[src/rtl/multicycle_ctrl_pkg.sv]
// Shared encodings for the PikaRISC multicycle controller: FSM states,
// instruction classes and the datapath mux select constants.
package multicycle_ctrl_pkg;

  typedef enum logic [2:0] {
    ST_FETCH  = 3'd0,
    ST_DECODE = 3'd1,
    ST_EXEC   = 3'd2,
    ST_MEM    = 3'd3,
    ST_WB     = 3'd4,
    ST_FAULT  = 3'd7
  } state_t;

  typedef enum logic [2:0] {
    CLS_NONE,
    CLS_ALU,
    CLS_CMP,
    CLS_JMP,
    CLS_LD,
    CLS_STR,
    CLS_CALL,
    CLS_RET
  } op_class_t;

  localparam logic [1:0] PC_SRC_INC    = 2'd0;
  localparam logic [1:0] PC_SRC_TARGET = 2'd1;
  localparam logic [1:0] PC_SRC_MEM    = 2'd2;

  localparam logic WB_ALU = 1'b0;
  localparam logic WB_MEM = 1'b1;

  localparam logic ADDR_ALU = 1'b0;
  localparam logic ADDR_SP  = 1'b1;

  // Overlapping decode flags resolve as ret > call > str > ld > jmp > cmp > alu.
  function automatic op_class_t pick_class(input logic alu, input logic cmp,
                                           input logic jmp, input logic ld,
                                           input logic str, input logic call,
                                           input logic ret);
    if (ret)       return CLS_RET;
    else if (call) return CLS_CALL;
    else if (str)  return CLS_STR;
    else if (ld)   return CLS_LD;
    else if (jmp)  return CLS_JMP;
    else if (cmp)  return CLS_CMP;
    else if (alu)  return CLS_ALU;
    else           return CLS_NONE;
  endfunction

endpackage

[src/rtl/multicycle_ctrl_if.sv]
// Instruction and data memory handshake between the controller (master)
// and the memory system (slave).
interface multicycle_ctrl_if;
  logic imem_req;
  logic imem_ready;
  logic dmem_req;
  logic dmem_we;
  logic dmem_ready;
  logic dmem_addr_sel;

  modport master (
    output imem_req, dmem_req, dmem_we, dmem_addr_sel,
    input  imem_ready, dmem_ready
  );

  modport slave (
    input  imem_req, dmem_req, dmem_we, dmem_addr_sel,
    output imem_ready, dmem_ready
  );
endinterface

[src/rtl/multicycle_ctrl_mem_wait_timer.sv]
// Counts consecutive cycles a memory request is held without ready and
// flags the cycle in which the wait budget is exhausted.
module mem_wait_timer #(
  parameter int MEM_TIMEOUT = 16
) (
  input  logic clk,
  input  logic reset_n,
  input  logic waiting,
  output logic expired
);

  localparam int CW = $clog2(MEM_TIMEOUT);
  localparam logic [CW-1:0] LAST = CW'(MEM_TIMEOUT - 1);

  logic [CW-1:0] count;

  assign expired = waiting && (count == LAST);

  // Any cycle without a stalled request restarts the budget, so the count is
  // zero on entry to every wait state.
  always_ff @(posedge clk) begin
    if (!reset_n)
      count <= '0;
    else if (waiting && !expired)
      count <= count + 1'b1;
    else
      count <= '0;
  end

endmodule

[src/rtl/multicycle_ctrl.sv]
// Multicycle control FSM for the PikaRISC core: sequences fetch, execute,
// data memory, writeback and stack traffic, with bus-timeout fault handling.
module multicycle_ctrl
  import multicycle_ctrl_pkg::*;
#(
  parameter int MEM_TIMEOUT = 16,
  parameter int RET_CNT_W   = 32
) (
  input  logic                 clk,
  input  logic                 reset_n,
  multicycle_ctrl_if.master    bus,
  input  logic                 is_alu_op,
  input  logic                 is_cmp_op,
  input  logic                 is_jmp_op,
  input  logic                 is_ld_op,
  input  logic                 is_str_op,
  input  logic                 is_call_op,
  input  logic                 is_ret_op,
  input  logic                 cond_true,
  output logic                 ir_write,
  output logic                 pc_write,
  output logic [1:0]           pc_src,
  output logic                 reg_write,
  output logic                 wb_sel,
  output logic                 flag_write,
  output logic                 sp_dec,
  output logic                 sp_inc,
  output logic                 illegal_op,
  output logic                 bus_error,
  output logic                 halted,
  output logic [2:0]           state,
  output logic [RET_CNT_W-1:0] retired_cnt
);

  state_t    cur_state;
  op_class_t cls_q;
  op_class_t dec_cls;
  logic      waiting;
  logic      expired;
  logic      retire;

  assign dec_cls = pick_class(is_alu_op, is_cmp_op, is_jmp_op, is_ld_op,
                              is_str_op, is_call_op, is_ret_op);
  assign state   = cur_state;

  always_comb begin
    waiting = ((cur_state == ST_FETCH) && !bus.imem_ready) ||
              ((cur_state == ST_MEM)   && !bus.dmem_ready);
  end

  mem_wait_timer #(.MEM_TIMEOUT(MEM_TIMEOUT)) u_timer (
    .clk     (clk),
    .reset_n (reset_n),
    .waiting (waiting),
    .expired (expired)
  );

  always_comb begin
    bus.imem_req      = 1'b0;
    bus.dmem_req      = 1'b0;
    bus.dmem_we       = 1'b0;
    bus.dmem_addr_sel = ADDR_ALU;
    ir_write          = 1'b0;
    pc_write          = 1'b0;
    pc_src            = PC_SRC_INC;
    reg_write         = 1'b0;
    wb_sel            = WB_ALU;
    flag_write        = 1'b0;
    sp_dec            = 1'b0;
    sp_inc            = 1'b0;
    illegal_op        = 1'b0;
    bus_error         = 1'b0;
    halted            = 1'b0;
    retire            = 1'b0;

    case (cur_state)
      ST_FETCH: begin
        bus.imem_req = 1'b1;
        if (bus.imem_ready) begin
          ir_write = 1'b1;
          pc_write = 1'b1;
        end else if (expired) begin
          bus_error = 1'b1;
        end
      end
      ST_DECODE: begin
        if (dec_cls == CLS_NONE) begin
          illegal_op = 1'b1;
          retire     = 1'b1;
        end
      end
      ST_EXEC: begin
        case (cls_q)
          CLS_ALU: flag_write = 1'b1;
          CLS_CMP: begin
            flag_write = 1'b1;
            retire     = 1'b1;
          end
          CLS_JMP: begin
            pc_write = cond_true;
            pc_src   = PC_SRC_TARGET;
            retire   = 1'b1;
          end
          CLS_CALL: sp_dec = 1'b1;
          CLS_RET:  bus.dmem_addr_sel = ADDR_SP;
          default: ;
        endcase
      end
      ST_MEM: begin
        bus.dmem_req      = 1'b1;
        bus.dmem_we       = (cls_q == CLS_STR) || (cls_q == CLS_CALL);
        bus.dmem_addr_sel = ((cls_q == CLS_CALL) || (cls_q == CLS_RET)) ? ADDR_SP : ADDR_ALU;
        if (bus.dmem_ready) begin
          if (cls_q == CLS_STR)
            retire = 1'b1;
          if (cls_q == CLS_CALL) begin
            pc_write = 1'b1;
            pc_src   = PC_SRC_TARGET;
            retire   = 1'b1;
          end
        end else if (expired) begin
          bus_error = 1'b1;
        end
      end
      ST_WB: begin
        retire = 1'b1;
        case (cls_q)
          CLS_ALU: reg_write = 1'b1;
          CLS_LD: begin
            reg_write = 1'b1;
            wb_sel    = WB_MEM;
          end
          CLS_RET: begin
            pc_write = 1'b1;
            pc_src   = PC_SRC_MEM;
            sp_inc   = 1'b1;
          end
          default: ;
        endcase
      end
      ST_FAULT: halted = 1'b1;
      default: ;
    endcase

    // A reset cycle must never commit architectural state.
    if (!reset_n) begin
      ir_write   = 1'b0;
      pc_write   = 1'b0;
      reg_write  = 1'b0;
      flag_write = 1'b0;
      sp_dec     = 1'b0;
      sp_inc     = 1'b0;
      illegal_op = 1'b0;
      bus_error  = 1'b0;
      retire     = 1'b0;
    end
  end

  always_ff @(posedge clk) begin
    if (!reset_n) begin
      cur_state   <= ST_FETCH;
      cls_q       <= CLS_NONE;
      retired_cnt <= '0;
    end else begin
      if (retire)
        retired_cnt <= retired_cnt + 1'b1;
      case (cur_state)
        ST_FETCH: begin
          if (bus.imem_ready)
            cur_state <= ST_DECODE;
          else if (expired)
            cur_state <= ST_FAULT;
        end
        ST_DECODE: begin
          cls_q     <= dec_cls;
          cur_state <= (dec_cls == CLS_NONE) ? ST_FETCH : ST_EXEC;
        end
        ST_EXEC: begin
          case (cls_q)
            CLS_ALU:          cur_state <= ST_WB;
            CLS_CMP, CLS_JMP: cur_state <= ST_FETCH;
            CLS_NONE:         cur_state <= ST_FETCH;
            default:          cur_state <= ST_MEM;
          endcase
        end
        ST_MEM: begin
          if (bus.dmem_ready)
            cur_state <= ((cls_q == CLS_LD) || (cls_q == CLS_RET)) ? ST_WB : ST_FETCH;
          else if (expired)
            cur_state <= ST_FAULT;
        end
        ST_WB:    cur_state <= ST_FETCH;
        ST_FAULT: cur_state <= ST_FAULT;
        default:  cur_state <= ST_FETCH;
      endcase
    end
  end

endmodule

[src/flat_wrapper.sv]
// flat-port wrapper written by rule: the top's interface ports become plain ports
module multicycle_ctrl_flat import multicycle_ctrl_pkg::*;
#(
  parameter int MEM_TIMEOUT = 16,
  parameter int RET_CNT_W   = 32
)
  (clk, reset_n, is_alu_op, is_cmp_op, is_jmp_op, is_ld_op, is_str_op, is_call_op, is_ret_op, cond_true, ir_write, pc_write, pc_src, reg_write, wb_sel, flag_write, sp_dec, sp_inc, illegal_op, bus_error, halted, state, retired_cnt, bus_imem_req, bus_dmem_req, bus_dmem_we, bus_dmem_addr_sel, bus_imem_ready, bus_dmem_ready);
  multicycle_ctrl_if bus_i ();
  input  logic clk;
  input  logic reset_n;
  input  logic is_alu_op;
  input  logic is_cmp_op;
  input  logic is_jmp_op;
  input  logic is_ld_op;
  input  logic is_str_op;
  input  logic is_call_op;
  input  logic is_ret_op;
  input  logic cond_true;
  output logic ir_write;
  output logic pc_write;
  output logic [1:0] pc_src;
  output logic reg_write;
  output logic wb_sel;
  output logic flag_write;
  output logic sp_dec;
  output logic sp_inc;
  output logic illegal_op;
  output logic bus_error;
  output logic halted;
  output logic [2:0] state;
  output logic [RET_CNT_W-1:0] retired_cnt;
  output wire logic [$bits(bus_i.imem_req)-1:0] bus_imem_req;
  output wire logic [$bits(bus_i.dmem_req)-1:0] bus_dmem_req;
  output wire logic [$bits(bus_i.dmem_we)-1:0] bus_dmem_we;
  output wire logic [$bits(bus_i.dmem_addr_sel)-1:0] bus_dmem_addr_sel;
  input wire logic [$bits(bus_i.imem_ready)-1:0] bus_imem_ready;
  input wire logic [$bits(bus_i.dmem_ready)-1:0] bus_dmem_ready;
  assign bus_imem_req = bus_i.imem_req;
  assign bus_dmem_req = bus_i.dmem_req;
  assign bus_dmem_we = bus_i.dmem_we;
  assign bus_dmem_addr_sel = bus_i.dmem_addr_sel;
  assign bus_i.imem_ready = bus_imem_ready;
  assign bus_i.dmem_ready = bus_dmem_ready;
  multicycle_ctrl #(.MEM_TIMEOUT(MEM_TIMEOUT), .RET_CNT_W(RET_CNT_W)) u_core (.clk(clk), .reset_n(reset_n), .bus(bus_i), .is_alu_op(is_alu_op), .is_cmp_op(is_cmp_op), .is_jmp_op(is_jmp_op), .is_ld_op(is_ld_op), .is_str_op(is_str_op), .is_call_op(is_call_op), .is_ret_op(is_ret_op), .cond_true(cond_true), .ir_write(ir_write), .pc_write(pc_write), .pc_src(pc_src), .reg_write(reg_write), .wb_sel(wb_sel), .flag_write(flag_write), .sp_dec(sp_dec), .sp_inc(sp_inc), .illegal_op(illegal_op), .bus_error(bus_error), .halted(halted), .state(state), .retired_cnt(retired_cnt));
endmodule
[config.mk]
export PLATFORM = sky130hd
export DESIGN_NAME = multicycle_ctrl_flat
export DESIGN_NICKNAME = d
export VERILOG_FILES = /design/src/rtl/multicycle_ctrl_pkg.sv /design/src/rtl/multicycle_ctrl_if.sv /design/src/rtl/multicycle_ctrl_mem_wait_timer.sv /design/src/rtl/multicycle_ctrl.sv /design/src/flat_wrapper.sv
export SDC_FILE = /design/constraint.sdc
export NUM_CORES = 1
export LEC_CHECK = 0
export ABC_AREA = 1
export BUFFER_PORTS_ARGS = -buffer_cell sky130_fd_sc_hd__clkbuf_2
export CAP_MARGIN = 25
export CORE_MARGIN = 4
export CORE_UTILIZATION = 55
export CTS_CLUSTER_SIZE = 28
export DETAILED_ROUTE_END_ITERATION = 8
export PLACE_DENSITY = 0.81
export SYNTH_ARGS = -nofsm -noshare
export SYNTH_HDL_FRONTEND = slang
export SYNTH_SLANG_ARGS = --single-unit
[constraint.sdc]
create_clock -name clk -period 2 [get_ports clk]
set_input_delay 0.2 -clock clk [delete_from_list [all_inputs] [get_ports clk]]
set_output_delay 0.2 -clock clk [all_outputs]
set_load 0.05 [all_outputs]
==> flow_summary.toml, run 1 <==
[placement]
placed_cell_area_um2 = 3240
place.detailed.hpwl_mm = 5.58
port_buffers = 62
gp_congestion = 0.953
dp.cells = 580

[drt]
viasPerCell = 5.16
vias = 3032
dr.pass1.iters = 7
drc_errors = 0
final_antenna_net_count = 0
drtIter0Drc = 197
wl_mm = 7.48
wl_per_cell_um = 12.7

[synthesis]
synth_sequential_area_ratio_pct = 29.8
synth_cell_types = 35
yosys.area.top_type = "dfxtp_1"
synth-simple-area-share_pct = 48.9
synth_flop_cell = "dfxtp_1"
synth.most_common_cell = "nand2_1"
netlist_instances = 457
synth_seq_cells = 42
synth_fa_ha_area_share_pct = 0.888
syn-num-nets = 471
synthTopCellsByArea = "dfxtp_1 30%, nand2_1 19%, nor2_1 11%, inv_1 6.4%, nand3_1 5.3%"
synth_edf_count = 0
muxShareOfSynthArea_pct = 0
synth_area_per_cell_um2 = 6.17
synthArstFlopShare_pct = 0
yosys_warnings = 0
synth_top_area_share_pct = 29.8
syn-cell-area_um2 = 2820
synth-compound-area-share_pct = 6.97
synth_xor_area_share_pct = 2.49
synth_top_family_by_area = "simple AND/OR/NAND/NOR gates"
synthTopCellsByCount = "139 x nand2_1, 85 x nor2_1, 48 x inv_1"

[timing]
hold_violations = 0
worst_pin_slew_ns = 0.466
finalMaxSlewViolations = 0
timing.fmax_mhz = 531
finalSetupViolations = 0
period_minus_slack_ns = 1.88
slew_headroom_pct = 68.8
skew_ns = 0.00488
period_share_pct = 94.2

[global_routing]
grt_pass1_wl_mm = 12.7
overflow = 0
groute.usage.overall_pct = 24.9
grt_pass1_vias = 2804
grt_max_degree = 40
antenna_found_initial = 0

[clock_tree]
insertion_delay_ns = 0.30
cts_root_buf = "clkbuf_8"
numCtsBuffers = 5
cts_tree = "yes"
clkTransAtPathRegs_ns = 0.08
htree_levels = 2
cts_buffer_depth = 2
cts.sinks = 42

[layout]
fin_util_pct = 69.8
drive_gt1_share_pct = 22.5
fin_nets = 535
final_cell_count_no_fill = 588
areaGrowthSynthToFinish_pct = 20.0
postLayoutCellArea_um2 = 3380
fillCellCount = 426
diodes = 0

[pwr]
irDropWorstVdd_mv = 0.313
leakagePower_nw = 1.45
finalPower_w = 0.00175
power_density_nw_per_um2 = 516

[floorplan]
start_util_pct = 58.1
pin_count = 63
dieArea_um2 = 6330
die_width_um = 79.6
core_um2 = 4850
die_y_um = 79.6
placementRows = 25

[setup_path]
crit_chain = "buf_4 -> nand2_1 -> nor2_1 -> inv_1 -> nor2_2 -> nor3_1 -> nor2_4 -> clkbuf_4"
cp.required_ns = 1.80
critPathSlowestCell = "dfxtp_1"
path_max_fanout = 7
worst_setup_path_start_kind = "flop"
cp_data_arrival_time_ns = 1.68
worstSetupEndpointType = "primary output"
cp_num_buf_inv = 3
crit_type = "reg2out"
critPathMaxStageDelay_ns = 0.34
path_delay_family = "simple AND/OR/NAND/NOR gates"

[min_path]
hold_path.class = "in2reg"

[run]
maxCapViolCount = 0

[status]
outcome = "complete, no violations"
## per-layer routing
metal / vias up / global-route usage (%) / share of wire [%]
met5: - / 0 / 0
met4: 0 / 9.28 / 2.1
met3: 13 / 5.42 / 6.2
met2: 89 / 42.7 / 47
met1: 1363 / 30.2 / 44
li1: 1567 / - / -
## stage by stage
stage	hold WS [ns]	setup TNS [ns]	worst slack (ns)
3_3_place_gp	0.434	0	0.250
3_5_place_dp	0.441	0	0.170
4_1_cts	0.238	0	0.0118
6_report	0.253	0	0.116
5_1_grt	0.254	-0.0173	-0.0173
2_1_floorplan	0.407	-0.244	-0.121
## cell type report
class	count	area (µm²)	area share, %
sequential	42	848	25.1
inverter	50	188	5.55
clock buffer	6	82.6	2.44
multi-input combinational	352	1740	51.6
timing repair buffer	70	405	12.0
clock inverter	1	30.0	0.888
tap	67	83.8	2.48
## tightest hold or removal path, stage by stage
cell and delay [ns]:
clkbuf_2 0.08, nor2_1 0.06, a31oi_1 0.16
## path summary, 6_finish.rpt
path | from | to | slack (ns) | cells past startpoint
worst max-delay path | u_core.cls_q[2] | pc_write | 0.12 | 8
worst min-delay path | is_str_op | u_core.cls_q[2] | 0.25 | 3
worst max register to register | u_core.retired_cnt[0] | u_core.retired_cnt[12] | 0.21 | 7
worst min register to register | u_core.u_timer.count[0] | u_core.u_timer.count[0] | 0.45 | 1
## logic make-up after synthesis
logic type / count (synthesis)
buffers and inverters: 63
DFF: 42
and+or+nand+nor: 305
adders and majority gates: 2
xor gates and xnor gates: 8
AOI/OAI and AO/OA: 37
## timing repair
action | in CTS | in global routing
hold endpoints to repair | 0 | 0
resized for setup | 0 | 10
setup endpoints to repair | 0 | 20
hold buffers | 0 | 0
setup buffers | 0 | 1
## state kept, by name (all words and copies together) (netlist names)
signal / flops
u_core.retired_cnt: 32
u_core.u_timer.count: 4
u_core.cls_q: 3
u_core.state: 3
## placed cells by master (no fill, tap or decap), drive strengths merged, types with 3 or more instances in the layout
| cell type | Yosys | final |
|---|---|---|
| a21oi | 26 | 26 |
| buf | 10 | 11 |
| clkbuf | 3 | 65 |
| dfxtp | 42 | 42 |
| inv | 49 | 49 |
| nand2 | 148 | 148 |
| nand3 | 34 | 34 |
| nand3b | 7 | 7 |
| nand4 | 7 | 7 |
| nor2 | 93 | 93 |
| nor3 | 13 | 13 |
| o21ai | 5 | 5 |
| xnor2 | 5 | 5 |
| xor2 | 3 | 3 |
## power by group
group          internal, W  switching, W
clock network     0.000400      0.000299
registers         0.000847     0.0000176
logic            0.0000498      0.000133
No activity file was read; power rests on OpenSTA's default activity.
==> inputs of run 2 (changes only) <==
ABC_AREA = 0   (was 1)
CORE_UTILIZATION = 53   (was 55)
PLACE_DENSITY = 0.8   (was 0.81)
==> run 2 against run 1 <==
Critical endpoint is now bus_error. Combinational power up 58%. Die area down 8.6%. Cell count down 25%. Hold slack better by 0.0051 ns. Sequential cell count unchanged. Highest routed layer unchanged.
==> flow_summary.toml, run 2 <==
[pwr]
power_frac_clock_pct = 32.0
p_seq_share_pct = 51.0
p_int_w = 0.00120
leakagePower_nw = 1.28
p_switching_w = 0.000496
finalPower_w = 0.00170
irDropWorstVdd_mv = 0.489
p_sw_share_pct = 29.2
power_density_nw_per_um2 = 516
p_comb_share_pct = 17.0

[setup_path]
r2r_cells = 6
crit_type = "reg2out"
worst_setup_path_start_kind = "flop"
cp.required_ns = 1.80
worstSetupEndpointType = "primary output"
path_max_fanout = 10
cp_data_arrival_time_ns = 1.74

[timing]
hold_ws_ns = 0.258
hold_violations = 0
timing.fmax_mhz = 515
finalMaxSlewViolations = 0
finalSetupViolations = 0
period_share_pct = 97.1
rsz0062_at_grt = "true"
period_minus_slack_ns = 1.94
worst_slack_ns = 0.0584
skew_ns = 0.00991
slew_headroom_pct = 72.5
worst_pin_slew_ns = 0.409

[synthesis]
synth_top_area_share_pct = 34.2
synthArstFlopShare_pct = 0
synth.most_common_cell = "dfxtp_1"
syn-cell-area_um2 = 2460
synth_seq_cells = 42
synthTopCellsByArea = "dfxtp_1 34%, a21oi_1 5.9%, o31ai_1 4.0%, nand2_1 3.8%, nor2_1 3.7%"
synth_area_per_cell_um2 = 8.13
netlist_instances = 302
syn-num-nets = 316
yosys_warnings = 0
synthTopCellsByCount = "42 x dfxtp_1, 29 x a21oi_1, 25 x nand2_1"
yosys.area.top_type = "dfxtp_1"
synth_edf_count = 0
synth_flop_cell = "dfxtp_1"
synth_sequential_area_ratio_pct = 34.2
synth_cell_types = 53

[layout]
seq_area_um2 = 895
fin_util_pct = 74.4
regMostFlops = "u_core.retired_cnt"
diodes = 0
areaGrowthSynthToFinish_pct = 33.7
multi_input_area_um2 = 1600
fillCellCount = 310
top_regs = "u_core.retired_cnt x32, u_core.u_timer.count x4"
final_common_cell = "clkbuf_2"
final_cell_mix = "58 x clkbuf_2, 36 x buf_4, 28 x a21oi_1"
fin_nets = 400
drive_gt1_share_pct = 39.8
largest_reg_flops = 32

[global_routing]
grt_pass1_wl_mm = 11.4
grt_max_degree = 36
groute.usage.overall_pct = 22.6
antenna_found_initial = 0
grt_pass1_vias = 2431
overflow = 0

[min_path]
min_path_cells = 3
hold_path.class = "in2reg"

[clock_tree]
postCtsHoldBufs = 0
insertion_delay_ns = 0.29
clkTransAtPathRegs_ns = 0.08
cts_tree = "yes"
cts_root_buf = "clkbuf_8"
cts_buffer_depth = 2
htree_levels = 2
cts.sinks = 42
numCtsBuffers = 5

[floorplan]
start_util_pct = 55.6
die_y_um = 76.1
dieArea_um2 = 5790
placementRows = 24
core_um2 = 4410
pin_count = 63
die_width_um = 76.1

[placement]
dp_slack_ns = 0.0739
gp_congestion = 0.846
port_buffers = 62
place.detailed.hpwl_mm = 4.74

[drt]
viasPerCell = 6.06
vias = 2662
wl_per_cell_um = 15.3
drc_errors = 0
drtIter0Drc = 124
final_antenna_net_count = 0
wl_mm = 6.73
dr.pass1.iters = 4

[run]
maxCapViolCount = 0

[status]
outcome = "complete, no violations"
==> run 2: cell families after synthesis <==
group	Yosys count	synth area share, %
AO/OA/AOI/OAI	75	19.5
XOR/XNOR	10	3.87
adder cells (fa/ha/maj)	2	1.02
buffers and inverters	30	6.01
flip-flops	42	34.2
multiplexers	4	1.63
AND/OR/NAND/NOR	139	33.8
==> run 2: final timing paths <==
path / endpoint / start / slack, ns
hold / removal: u_core.cls_q[0] / is_ret_op / 0.26
setup reg to reg: u_core.retired_cnt[14] / u_core.state[2] / 0.07
setup / recovery: bus_error / u_core.state[1] / 0.06
hold reg to reg: u_core.u_timer.count[0] / u_core.u_timer.count[0] / 0.46
==> run 2: critical path: stages, from the launching register on <==
cell and delay, ns:
dfxtp_4 0.44, nand2_4 0.10, a2bb2oi_1 0.17, or3_1 0.42
nor2_2 0.13, buf_4 0.20
==> run 2: power by group through the flow <==
stage	Combinational, W	Clock [W]	Sequential, W
2_1_floorplan	0.000189	0	0.000879
3_3_place_gp	0.000245	0	0.000886
3_5_place_dp	0.000251	0	0.000887
4_1_cts	0.000268	0.000553	0.000866
5_1_grt	0.000312	0.000598	0.000868
6_report	0.000289	0.000542	0.000865
==> run 2: repair_timing <==
item,CTS,global route
buffers inserted,7,5
pin swaps,1,1
setup endpoints to repair,2,12
gates resized for setup,9,7
==> run 2: layout make-up <==
type | instances | area share [%]
Clock inverter | 2 | 0.419
Timing Repair Buffer | 96 | 18.1
Sequential cell | 42 | 27.2
Tap cell | 52 | 1.98
Inverter | 11 | 1.26
Multi-Input combinational cell | 230 | 48.8
Clock buffer | 6 | 2.21
==> run 2: layer usage <==
layer,global-route usage [%],up-vias,routed length [µm]
li1,-,1311,-
met1,29.9,1265,2930
met2,37.1,80,3340
met3,5.20,6,411
met4,5.94,0,52
met5,0,-,0
==> run 2: metrics by stage <==
step                instance area (µm²)  TNS [ns]  cells
CTS                                3230         0    434
global placement                   3070         0    419
detailed placement                 3070         0    419
finish                             3280         0    439
global route                       3280  -0.00775    439
floorplan                          2630    -0.657    302
==> inputs of run 3 (changes only) <==
CORE_ASPECT_RATIO = 1.4   (was default)
==> run 3 against run 2 <==
Non-clock buffer count shrank 6. Critical path depth grew 1. Routed wire length grew 6.9%. Hold slack gained 0.0037 ns. Fmax grew 0.90%. Global-route usage grew 2.5 points. Largest power group unchanged. Highest routed layer unchanged.
==> flow_summary.toml, run 3 (same netlist as run 2, synthesis figures left out) <==
[status]
outcome = "complete, no violations"

[clock_tree]
htree_levels = 2
cts_buffer_depth = 2
cts.sinks = 42
cts_tree = "yes"
cts_root_buf = "clkbuf_8"
clkTransAtPathRegs_ns = 0.08
insertion_delay_ns = 0.30
numCtsBuffers = 5

[drt]
viasPerCell = 6.11
vias = 2720
dr.pass1.iters = 4
drtIter0Drc = 282
drc_errors = 0
final_antenna_net_count = 0
wl_mm = 7.19
wl_per_cell_um = 16.2

[pwr]
power_density_nw_per_um2 = 521
irDropWorstVdd_mv = 0.475
finalPower_w = 0.00173
p_switching_w = 0.000510
leakagePower_nw = 1.27
p_seq_share_pct = 49.9
p_comb_share_pct = 16.1
p_int_w = 0.00122
power_frac_clock_pct = 34.0
p_sw_share_pct = 29.5

[layout]
postLayoutCellArea_um2 = 3320
drive_gt1_share_pct = 40.5
diodes = 0
largest_reg_flops = 32
final_cell_count_no_fill = 445
areaGrowthSynthToFinish_pct = 35.4
final_common_cell = "clkbuf_2"
fin_util_pct = 73.9
top_regs = "u_core.retired_cnt x32, u_core.u_timer.count x4"
final_cell_mix = "58 x clkbuf_2, 28 x a21oi_1, 26 x buf_4"
fin_nets = 396
regMostFlops = "u_core.retired_cnt"

[run]
maxCapViolCount = 0

[setup_path]
path_max_fanout = 8
cp.required_ns = 1.80
r2r-end = "u_core.retired_cnt[12]"
r2r-start = "u_core.state[2]"
regToRegSetupSlack_ns = 0.09
crit_type = "reg2out"
r2r_cells = 6
worst_setup_path_start_kind = "flop"
worstSetupEndpointType = "primary output"
cp_data_arrival_time_ns = 1.72

[floorplan]
die_width_um = 65.5
placementRows = 29
dieArea_um2 = 5800
die_y_um = 88.5
start_util_pct = 54.6
pin_count = 63
core_um2 = 4500

[min_path]
min_to = "u_core.cls_q[1]"
min_from = "is_ret_op"
min_path_cells = 3
hold_path.class = "in2reg"

[global_routing]
groute.usage.overall_pct = 25.2
overflow = 0
grt_pass1_vias = 2544
met1_usage_pct = 29.5
busiest_layer = "met2"
grt_max_degree = 32
grt_pass1_wl_mm = 11.7
grt_use_met3_pct = 4.32
antenna_found_initial = 0
grt_use_met2_pct = 44.1

[timing]
period_minus_slack_ns = 1.92
timing.fmax_mhz = 520
finalSetupViolations = 0
period_share_pct = 96.2
finalMaxSlewViolations = 0
slew_headroom_pct = 72.0
rsz0062_at_grt = "false"
hold_violations = 0
worst_pin_slew_ns = 0.419
skew_ns = 0.00924

[placement]
gp_congestion = 0.845
place.detailed.hpwl_mm = 4.86
dp.cells = 431
port_buffers = 62
placed_cell_area_um2 = 3110
-- run 3: final cells by class --
cell class              instances  area, µm²
clock buffers                   6       82.6
clock inverters                 2       11.3
fillers                       361       1170
inverters                      11       41.3
multi-input cells             232       1650
flip-flops and latches         42        895
well taps                      62       77.6
repair buffers                 90        571
-- run 3: critical path, stage by stage (launching register included) --
cell	delay, ns
dfxtp_4	0.39
buf_6	0.15
nor2_4	0.12
a2bb2oi_2	0.08
or3_4	0.42
nor2_4	0.11
buf_8	0.15
-- run 3: timing repair --
item                       in CTS  in global routing
buffers inserted                2                  2
setup endpoints to repair       2                 18
pin swaps                       1                  6
resized for setup               7                 14
hold buffers                    0                  0
cloned                          0                  2
-- run 3: power groups by stage --
stage | combinational, W | clock, W | sequential [W]
2_1_floorplan | 0.000189 | 0 | 0.000879
3_3_place_gp | 0.000245 | 0 | 0.000883
3_5_place_dp | 0.000250 | 0 | 0.000883
4_1_cts | 0.000258 | 0.000598 | 0.000863
5_1_grt | 0.000302 | 0.000629 | 0.000867
6_report | 0.000279 | 0.000588 | 0.000864
-- run 3: worst max path at each step --
stage                                startpoint                     end  cells past startpoint
after detailed placement  u_core.retired_cnt[6]  u_core.retired_cnt[17]                      5
after floorplan                 u_core.state[0]                pc_write                      5
after CTS                       u_core.state[1]               bus_error                      6
after global placement    u_core.retired_cnt[6]  u_core.retired_cnt[17]                      5
final                           u_core.state[1]               bus_error                      6
after global routing      u_core.retired_cnt[4]  u_core.retired_cnt[27]                      5
-- run 3: per-layer routing --
metal  wire length [µm]  vias up
met5                  0        -
met4                220        0
met3                436       28
met2               3810      106
met1               2730     1289
li1                   -     1297
-- run 3: through the flow --
stage               hold slack [ns]  TNS (ns)  worst slack [ns]
global placement              0.429         0             0.158
global route                  0.274         0           0.00543
floorplan                     0.369    -0.657            -0.224
CTS                           0.256         0           0.00361
finish                        0.262         0            0.0757
detailed placement            0.441         0             0.108
